===== config.mk =====
export PLATFORM = sky130hd
export DESIGN_NAME = csr_register_file
export DESIGN_NICKNAME = d
export VERILOG_FILES = /design/src/rtl/csr_pkg.sv /design/src/rtl/event_counter.sv /design/src/rtl/csr_register_file.sv
export SDC_FILE = /design/constraint.sdc
export NUM_CORES = 1
export LEC_CHECK = 0
export CORE_MARGIN = 5
export CORE_UTILIZATION = 54
export DETAILED_ROUTE_END_ITERATION = 8
export GPL_TIMING_DRIVEN = 1
export PLACE_DENSITY = 0.76
export SLEW_MARGIN = 0
export SYNTH_ARGS = -nofsm -noshare
export SYNTH_HDL_FRONTEND = slang
export SYNTH_SLANG_ARGS = --single-unit
export TNS_END_PERCENT = 30

===== constraint.sdc =====
create_clock -name clock -period 2.48 [get_ports clock]
set_input_delay 0.496 -clock clock [delete_from_list [all_inputs] [get_ports clock]]
set_output_delay 0.496 -clock clock [all_outputs]
set_load 0.05 [all_outputs]

===== src/rtl/csr_pkg.sv =====
// Shared constants for the CSR register file: word addresses, CONTROL bit
// positions and the default block identifier.
package csr_pkg;

    localparam logic [31:0] ID_VALUE_DEFAULT = 32'h4143_524E;

    localparam int unsigned ADDR_ID          = 'h00;
    localparam int unsigned ADDR_CONTROL     = 'h01;
    localparam int unsigned ADDR_STATUS      = 'h02;
    localparam int unsigned ADDR_SCRATCH     = 'h03;
    localparam int unsigned ADDR_CYCLE_LO    = 'h04;
    localparam int unsigned ADDR_CYCLE_HI    = 'h05;
    localparam int unsigned ADDR_H2C_BEATS   = 'h06;
    localparam int unsigned ADDR_C2H_BEATS   = 'h07;
    localparam int unsigned ADDR_H2C_PACKETS = 'h08;
    localparam int unsigned ADDR_C2H_PACKETS = 'h09;

    localparam int unsigned CTRL_ENABLE_BIT  = 0;
    localparam int unsigned CTRL_SRESET_BIT  = 1;

endpackage


===== src/rtl/event_counter.sv =====
// Saturating event counter with synchronous clear; clear beats increment.
module event_counter #(
    parameter int WIDTH = 32
) (
    input  logic             clock,
    input  logic             reset,
    input  logic             clear_i,
    input  logic             inc_i,
    output logic [WIDTH-1:0] count_o
);
    logic [WIDTH-1:0] count_q, count_d;

    always_comb begin
        count_d = count_q;
        if (clear_i)
            count_d = '0;
        else if (inc_i && !(&count_q))
            count_d = count_q + 1'b1;
    end

    always_ff @(posedge clock) begin
        if (reset) count_q <= '0;
        else       count_q <= count_d;
    end

    assign count_o = count_q;
endmodule


===== src/rtl/csr_register_file.sv =====
// CSR register file: ID/CONTROL/STATUS/SCRATCH, a 64-bit cycle counter with
// latched high half, and beat/packet monitors on the H2C and C2H streams.
module csr_register_file
    import csr_pkg::*;
#(
    parameter int                        CSR_DATA_WIDTH    = 32,
    parameter int                        CSR_ADDRESS_WIDTH = 8,
    parameter logic [CSR_DATA_WIDTH-1:0] ID_VALUE          = ID_VALUE_DEFAULT
) (
    input  logic                         clock,
    input  logic                         reset,
    input  logic                         CSR_FF_valid,
    input  logic                         CSR_FF_write_enable,
    input  logic [CSR_ADDRESS_WIDTH-1:0] CSR_FF_address,
    input  logic [CSR_DATA_WIDTH-1:0]    CSR_FF_write_data,
    output logic [CSR_DATA_WIDTH-1:0]    CSR_FF_read_data,
    input  logic                         H2C_tvalid,
    input  logic                         H2C_tready,
    input  logic                         H2C_tlast,
    input  logic                         C2H_tvalid,
    input  logic                         C2H_tready,
    input  logic                         C2H_tlast,
    output logic                         control_enable,
    output logic                         soft_reset
);
    typedef logic [CSR_ADDRESS_WIDTH-1:0] addr_t;
    typedef logic [CSR_DATA_WIDTH-1:0]    data_t;

    logic  wr_en, rd_en, ctrl_wr, clear, lo_rd;
    logic  en_q, en_d, sreset_q, sreset_d;
    data_t scratch_q, scratch_d, rdata_q, rdata_d, rd_mux;
    logic [63:0] cycle_q, cycle_d;
    logic [31:0] shadow_q, shadow_d;
    data_t h2c_beats, c2h_beats, h2c_pkts, c2h_pkts;

    assign wr_en   = CSR_FF_valid &&  CSR_FF_write_enable;
    assign rd_en   = CSR_FF_valid && !CSR_FF_write_enable;
    assign ctrl_wr = wr_en && (CSR_FF_address == addr_t'(ADDR_CONTROL));
    assign clear   = ctrl_wr && CSR_FF_write_data[CTRL_SRESET_BIT];
    assign lo_rd   = rd_en && (CSR_FF_address == addr_t'(ADDR_CYCLE_LO));

    event_counter #(.WIDTH(CSR_DATA_WIDTH)) u_h2c_beats (
        .clock(clock), .reset(reset), .clear_i(clear),
        .inc_i(H2C_tvalid && H2C_tready), .count_o(h2c_beats));
    event_counter #(.WIDTH(CSR_DATA_WIDTH)) u_c2h_beats (
        .clock(clock), .reset(reset), .clear_i(clear),
        .inc_i(C2H_tvalid && C2H_tready), .count_o(c2h_beats));
    event_counter #(.WIDTH(CSR_DATA_WIDTH)) u_h2c_pkts (
        .clock(clock), .reset(reset), .clear_i(clear),
        .inc_i(H2C_tvalid && H2C_tready && H2C_tlast), .count_o(h2c_pkts));
    event_counter #(.WIDTH(CSR_DATA_WIDTH)) u_c2h_pkts (
        .clock(clock), .reset(reset), .clear_i(clear),
        .inc_i(C2H_tvalid && C2H_tready && C2H_tlast), .count_o(c2h_pkts));

    always_comb begin
        rd_mux = '0;
        case (CSR_FF_address)
            addr_t'(ADDR_ID):          rd_mux = ID_VALUE;
            addr_t'(ADDR_CONTROL):     rd_mux = data_t'(en_q);
            addr_t'(ADDR_STATUS):      rd_mux = data_t'({sreset_q, en_q});
            addr_t'(ADDR_SCRATCH):     rd_mux = scratch_q;
            addr_t'(ADDR_CYCLE_LO):    rd_mux = data_t'(cycle_q[31:0]);
            addr_t'(ADDR_CYCLE_HI):    rd_mux = data_t'(shadow_q);
            addr_t'(ADDR_H2C_BEATS):   rd_mux = h2c_beats;
            addr_t'(ADDR_C2H_BEATS):   rd_mux = c2h_beats;
            addr_t'(ADDR_H2C_PACKETS): rd_mux = h2c_pkts;
            addr_t'(ADDR_C2H_PACKETS): rd_mux = c2h_pkts;
            default:                   rd_mux = '0;
        endcase
    end

    always_comb begin
        en_d      = en_q;
        sreset_d  = clear;
        scratch_d = scratch_q;
        rdata_d   = rd_en ? rd_mux : rdata_q;
        if (ctrl_wr)
            en_d = CSR_FF_write_data[CTRL_ENABLE_BIT];
        if (wr_en && (CSR_FF_address == addr_t'(ADDR_SCRATCH)))
            scratch_d = CSR_FF_write_data;
        // The read mux samples pre-clear values, so a LO read alongside a
        // clear still returns the old count while the shadow goes to 0.
        if (clear)        cycle_d = '0;
        else if (en_q)    cycle_d = cycle_q + 64'd1;
        else              cycle_d = cycle_q;
        if (clear)        shadow_d = '0;
        else if (lo_rd)   shadow_d = cycle_q[63:32];
        else              shadow_d = shadow_q;
    end

    always_ff @(posedge clock) begin
        if (reset) begin
            en_q      <= 1'b0;
            sreset_q  <= 1'b0;
            scratch_q <= '0;
            rdata_q   <= '0;
            cycle_q   <= '0;
            shadow_q  <= '0;
        end else begin
            en_q      <= en_d;
            sreset_q  <= sreset_d;
            scratch_q <= scratch_d;
            rdata_q   <= rdata_d;
            cycle_q   <= cycle_d;
            shadow_q  <= shadow_d;
        end
    end

    assign CSR_FF_read_data = rdata_q;
    assign control_enable   = en_q;
    assign soft_reset       = sreset_q;
endmodule

==> impl_metrics.toml, run 1 <==
[finish]
area_delta_synth_final_pct = 25.9
finish.net_count = 2049
drive_above_1_share_pct = 16.1
finalInstanceArea_um2 = 18200
fillCellCount = 2203
diodes = 0

[routing]
wl_per_cell_um = 21.6
drtIter0Drc = 1705
route.detailed.drc = 0
ant_nets = 0
avgViaCountPerCell = 6.33
vias = 14900
dr.pass1.iters = 7
routed_wl_mm = 50.8

[clock_network]
clk_pin_slew_ns = 0.06
clock_path_buffers = 3
htree_levels = 2
clkSinkCount = 290
cts_made_buffers = 34
cts_tree = "yes"
clock_latency_ns = 0.51
cts-root-buf = "clkbuf_16"

[placement]
port_buffers = 83
place_area_um2 = 17200
gp_congestion = 1.03
dpl.hpwl_mm = 38.7

[sta]
setup_viol = 0
finClkSkew_ns = 0.0174
hold_viol = 0
drv_slew = 0
rsz0062_at_grt = "false"
fin_hold_ws_ns = 0.453
tightest_slew_ns = 0.647
period_share_pct = 96.7
fmaxAchievable_ghz = 0.417
slew_headroom_pct = 56.5
min_period_ns = 2.40

[global_route]
grtUsageTotal_pct = 32.5
grt_first_pass_wirelength_mm = 79.0
grt_overflow = 0
grt_pass1_vias = 13900
grt_max_degree = 49
antenna_found_initial = 0

[pwr]
p_per_area_nw_per_um2 = 543
pwr-share-comb_pct = 5.2
internal_power_uw = 7640
p_seq_share_pct = 47.2
totalPowerFinal_uw = 9910
p_leak_uw = 0.00620
p_sw_uw = 2270
clkPwrFrac_pct = 47.7
ir_worst_vdd_v = 0.000576
p_sw_share_pct = 22.9

[worst_setup_path]
cp-start-kind = "flop"
r2r_setup_slack_ns = 0.08
critical_path_class = "reg2reg"
required_ns = 2.92
critical_path_peak_fanout = 5
reg2reg_depth = 5
cp-end-kind = "flop"
cp.arrival_ns = 2.83

[floorplan]
fp.coreArea_um2 = 26700
fp.dieArea_um2 = 30200
fp.dieH_um = 174
io_pins = 84
die_x_um = 174
start_util_pct = 54.2
num_rows = 60

[synth]
netlist_area_um2 = 14500
yosysMostFrequentCell = "dfxtp_1"
synth_top_area_share_pct = 40.1
async_reset_ff_share_pct = 0
synth_cells = 1768
synth_commonest_cells = "dfxtp_1 (290), nand2_1 (258), a21oi_1 (166)"
synth.avg_cell_area_um2 = 8.20
ys_ff_latch = 290
ys_warn_count = 0
yosys-top-cells-area = "dfxtp_1 (40%), nand2_1 (6.7%), a21oi_1 (5.7%), nor2_1 (2.8%), mux2i_1 (2.8%)"
ys_seq_area_share_pct = 40.1
ys.flop_type = "dfxtp_1"
synth_edf_count = 0
synth_top_area_cell = "dfxtp_1"
synth_fp_nets = 1823
yosys.cell_types.count = 64

[hold_path]
hold_path.class = "reg2reg"
hold_depth = 2

[flow_run]
maxCapViolCount = 0

[status]
status = "finished clean"
[layout by cell type (no fill, tap or decap), types with 49 or more instances in the layout]
master / n
dfxtp_1: 289
nand2_1: 258
buf_4: 197
a21oi_1: 166
nor2_1: 108
o21ai_0: 80
clkdlybuf4s50_1: 80
nand3_1: 76
nand4_1: 56
or3_1: 49
[path summary, 6_finish.rpt]
| kind | start | endpoint |
|---|---|---|
| max | cycle_q[20]$_SDFFE_PP0P_ | cycle_q[56]$_SDFFE_PP0P_ |
| min | shadow_q[13]$_SDFFE_PP0P_ | shadow_q[13]$_SDFFE_PP0P_ |
| max reg2reg | cycle_q[20]$_SDFFE_PP0P_ | cycle_q[56]$_SDFFE_PP0P_ |
| min reg2reg | shadow_q[13]$_SDFFE_PP0P_ | shadow_q[13]$_SDFFE_PP0P_ |
[logic make-up after synthesis]
logic type                 Yosys count  share of synthesized area (%)
AOI/OAI and AO/OA                  420                           18.1
xor gates and xnor gates            79                           4.77
DFF                                290                           40.1
muxes                               69                           5.79
and+or+nand+nor                    767                           27.1
buffers and inverters              138                           3.73
adders and majority gates            5                          0.432
[cell type report]
type                            count  area (um2)  share of cell area (%)
Clock buffer                       46         967                    5.30
Multi-Input combinational cell   1340        8210                    45.0
Sequential cell                   290        5810                    31.8
Tap cell                          341         427                    2.34
Timing Repair Buffer              298        2660                    14.6
Clock inverter                     12        71.3                   0.391
Inverter                           30         113                   0.617
[power by group through the flow]
| stage | Combinational [uW] | Sequential, uW | Clock, uW |
|---|---|---|---|
| after global placement | 496 | 4780 | 0 |
| after CTS | 502 | 4680 | 4760 |
| after global routing | 539 | 4670 | 4950 |
| after floorplan | 211 | 4780 | 0 |
| final | 512 | 4680 | 4730 |
| after detailed placement | 499 | 4780 | 0 |
[registers in the layout (all words and copies together), names as in the netlist, 32 cells and up]
name                 count
scratch_q               32
u_c2h_beats.count_o     32
cycle_q                 64
u_h2c_pkts.count_o      32
u_c2h_pkts.count_o      32
shadow_q                32
u_h2c_beats.count_o     32
CSR_FF_read_data        32
[per-stage QoR]
stage                     std cells  worst slack [ns]  util, %  setup TNS (ns)
after global routing           2357            0.0125     68.3               0
after global placement         2298            -0.224     64.3          -35.44
after floorplan                1768           -0.0566        -           -2.02
after detailed placement       2298            -0.272     64.3          -42.07
final                          2357            0.0814     68.3               0
after CTS                      2356            0.0205     68.2               0
[what timing repair did]
item / CTS / global route
setup buffers: 0 / 1
hold buffers: 0 / 0
setup endpoints to repair: 0 / 4
resized for setup: 0 / 2
[worst max-delay path, cell delays in order (launching register included)]
cell     delay [ns]
dfxtp_1        0.42
nand3_1        0.16
or4_4          0.50
or4_4          0.58
or4_1          0.49
a21oi_1        0.17
[per-layer routing]
metal	track usage [%]	vias up	wire, um
met4	14.5	0	2740
met1	43.2	7120	20700
met2	52.9	671	23400
met3	4.58	140	3950
met5	0	-	0
li1	-	6986	-
Power figures use the tool's default switching activity.
==> inputs of run 2 (changes only) <==
--- a/config.mk
+++ b/config.mk
@@ -5,11 +5,12 @@
 export SDC_FILE = /design/constraint.sdc
 export NUM_CORES = 1
 export LEC_CHECK = 0
+export ABC_AREA = 1
 export CORE_MARGIN = 5
-export CORE_UTILIZATION = 54
+export CORE_UTILIZATION = 56
 export DETAILED_ROUTE_END_ITERATION = 8
 export GPL_TIMING_DRIVEN = 1
-export PLACE_DENSITY = 0.76
+export PLACE_DENSITY = 0.78
 export SLEW_MARGIN = 0
 export SYNTH_ARGS = -nofsm -noshare
 export SYNTH_HDL_FRONTEND = slang
==> run 2 against run 1 <==
Die area is 15% higher. Non-clock buffer count is 123 lower. Via count is 29% higher. Worst setup slack worse by 0.022 ns. Final cell count is 45% higher. Core utilization is 1.7 points lower. Critical path type is now reg2out.
==> impl_metrics.toml, run 2 <==
[worst_setup_path]
reg2reg_depth = 11
cp.arrival_ns = 1.92
slowest_delay_ns = 0.88
timing.rr.start = "u_c2h_pkts.count_o[1]$_SDFFE_PP0P_"
critical_path_class = "reg2out"
cp-start-kind = "flop"
required_ns = 1.98
path_buf_inv = 1
r2r_setup_slack_ns = 0.38
critical_path_peak_fanout = 10
path_delay_family = "buffers and inverters"
cp-end-kind = "primary output"
slowest_stage = "clkdlybuf4s50_1"
path_cells = "clkdlybuf4s50_1"
r2r-end = "u_c2h_pkts.count_o[3]$_SDFFE_PP0P_"

[synth]
synth_fp_nets = 2926
ys_ff_latch = 290
synthSimpleGateAreaFrac_pct = 43.9
ys_seq_area_share_pct = 33.3
synth-xor-area-share_pct = 3.12
ys_warn_count = 0
netlist_area_um2 = 17400
synth-compound-area-share_pct = 10.5
yosys-top-cells-area = "dfxtp_1 (33%), nand2_1 (21%), nor2_1 (9.8%), nand3_1 (6.0%), a21oi_1 (5.5%)"
yosysMostFrequentCell = "nand2_1"
synth_edf_count = 0
synth_cells = 2871
async_reset_ff_share_pct = 0
ys.flop_type = "dfxtp_1"
synth_fa_ha_area_share_pct = 0.359
muxShareOfSynthArea_pct = 0
synth_top_area_cell = "dfxtp_1"
synth_top_area_share_pct = 33.3
synth_top_family_by_area = "simple AND/OR/NAND/NOR gates"
yosys.cell_types.count = 39
synth_commonest_cells = "nand2_1 (969), nor2_1 (454), dfxtp_1 (290)"
synth.avg_cell_area_um2 = 6.07

[global_route]
grt_overflow = 0
grt_max_degree = 52
antenna_found_initial = 0
grt_pass1_vias = 18000
grtUsageTotal_pct = 34.8
grt_first_pass_wirelength_mm = 98.7

[hold_path]
hold_path.class = "reg2reg"
hold_depth = 2
min_to = "CSR_FF_read_data[3]$_SDFFE_PP0P_"
min_from = "CSR_FF_read_data[3]$_SDFFE_PP0P_"

[routing]
ant_nets = 0
vias = 19200
routed_wl_mm = 63.0
wl_per_cell_um = 18.5
drtIter0Drc = 2057
dr.pass1.iters = 8
avgViaCountPerCell = 5.63
route.detailed.drc = 0

[sta]
drv_slew = 0
finClkSkew_ns = 0.0268
tightest_slew_ns = 0.571
setup_viol = 0
setup_slack_ns = 0.0595
finalSetupTns_ns = 0
hold_viol = 0
slew_headroom_pct = 61.8
rsz0062_at_grt = "false"
fmaxAchievable_ghz = 0.413
min_period_ns = 2.42
period_share_pct = 97.6

[clock_network]
cts_made_buffers = 35
cts-root-buf = "clkbuf_16"
clkSinkCount = 290
clock_path_buffers = 3
clk_pin_slew_ns = 0.06
clock_latency_ns = 0.54
cts_resized = 0
htree_levels = 2
hold_buffers = 0
postCtsSetupRepairBufs = 0
cts_tree = "yes"

[floorplan]
start_util_pct = 56.8
num_rows = 64
fp.dieH_um = 186
fp.coreArea_um2 = 30700
die_x_um = 186
io_pins = 84
fp.dieArea_um2 = 34700

[finish]
largest_register = "cycle_q"
diodes = 0
most-common-layout-cells = "nand2_1 (968), nor2_1 (451), dfxtp_1 (290)"
layout_commonest_cell = "nand2_1"
drive_above_1_share_pct = 8.87
layout.cells.non_filler = 3406
area_delta_synth_final_pct = 17.2
finish.net_count = 3039
largest_register_ffs = 64
finalInstanceArea_um2 = 20400

[placement]
port_buffers = 83
dp.cells = 3343
gp_congestion = 1.00
place_area_um2 = 19100
dp_slack_ns = -0.109
dpl.hpwl_mm = 49.1

[pwr]
ir_worst_vdd_v = 0.000499
p_leak_uw = 0.00766
p_per_area_nw_per_um2 = 531

[status]
status = "finished clean"

[flow_run]
maxCapViolCount = 0
==> run 2: cell type report <==
type	count	area (um2)
Fill cell	2878	10200
Tap cell	396	495
Sequential cell	290	5810
Clock inverter	20	308
Timing Repair Buffer	175	1760
Multi-Input combinational cell	2225	10100
Clock buffer	43	977
Inverter	257	966
==> run 2: cells by family after synthesis <==
kind of cell	count (synthesis)
compound gates	339
xor+xnor	62
fa+ha+maj	5
buf+inv	356
flops	290
simple gates	1819
==> run 2: metal layers <==
layer,track usage (%),up-vias,share of wire (%)
met5,0,-,0
met4,12.5,0,4.3
met3,5.66,165,9.4
met2,55.4,981,45
met1,47.9,8713,42
li1,-,9329,-
==> run 2: worst max path at each step <==
| stage | cells past startpoint | startpoint | endpoint |
|---|---|---|---|
| floorplan | 8 | control_enable$_SDFFE_PP0N_ | cycle_q[29]$_SDFFE_PP0P_ |
| global placement | 12 | CSR_FF_address[0] | CSR_FF_read_data[30]$_SDFFE_PP0P_ |
| detailed placement | 12 | CSR_FF_address[3] | CSR_FF_read_data[30]$_SDFFE_PP0P_ |
| CTS | 1 | control_enable$_SDFFE_PP0N_ | control_enable |
| global route | 1 | control_enable$_SDFFE_PP0N_ | control_enable |
| finish | 1 | control_enable$_SDFFE_PP0N_ | control_enable |
==> run 2: stage by stage <==
step | total power, uW | util, % | hold WS, ns
after global routing | 11100 | 66.6 | 0.486
after global placement | 5210 | 62.4 | 0.447
after detailed placement | 5220 | 62.4 | 0.458
after CTS | 10900 | 66.6 | 0.469
final | 10900 | 66.6 | 0.466
after floorplan | 5010 | - | 0.430
==> run 2: where the power goes <==
group | total (uW) | switching (uW) | internal (uW)
sequential | 4680 | 11.2 | 4670
combinational | 447 | 281 | 166
clock | 5730 | 2170 | 3550
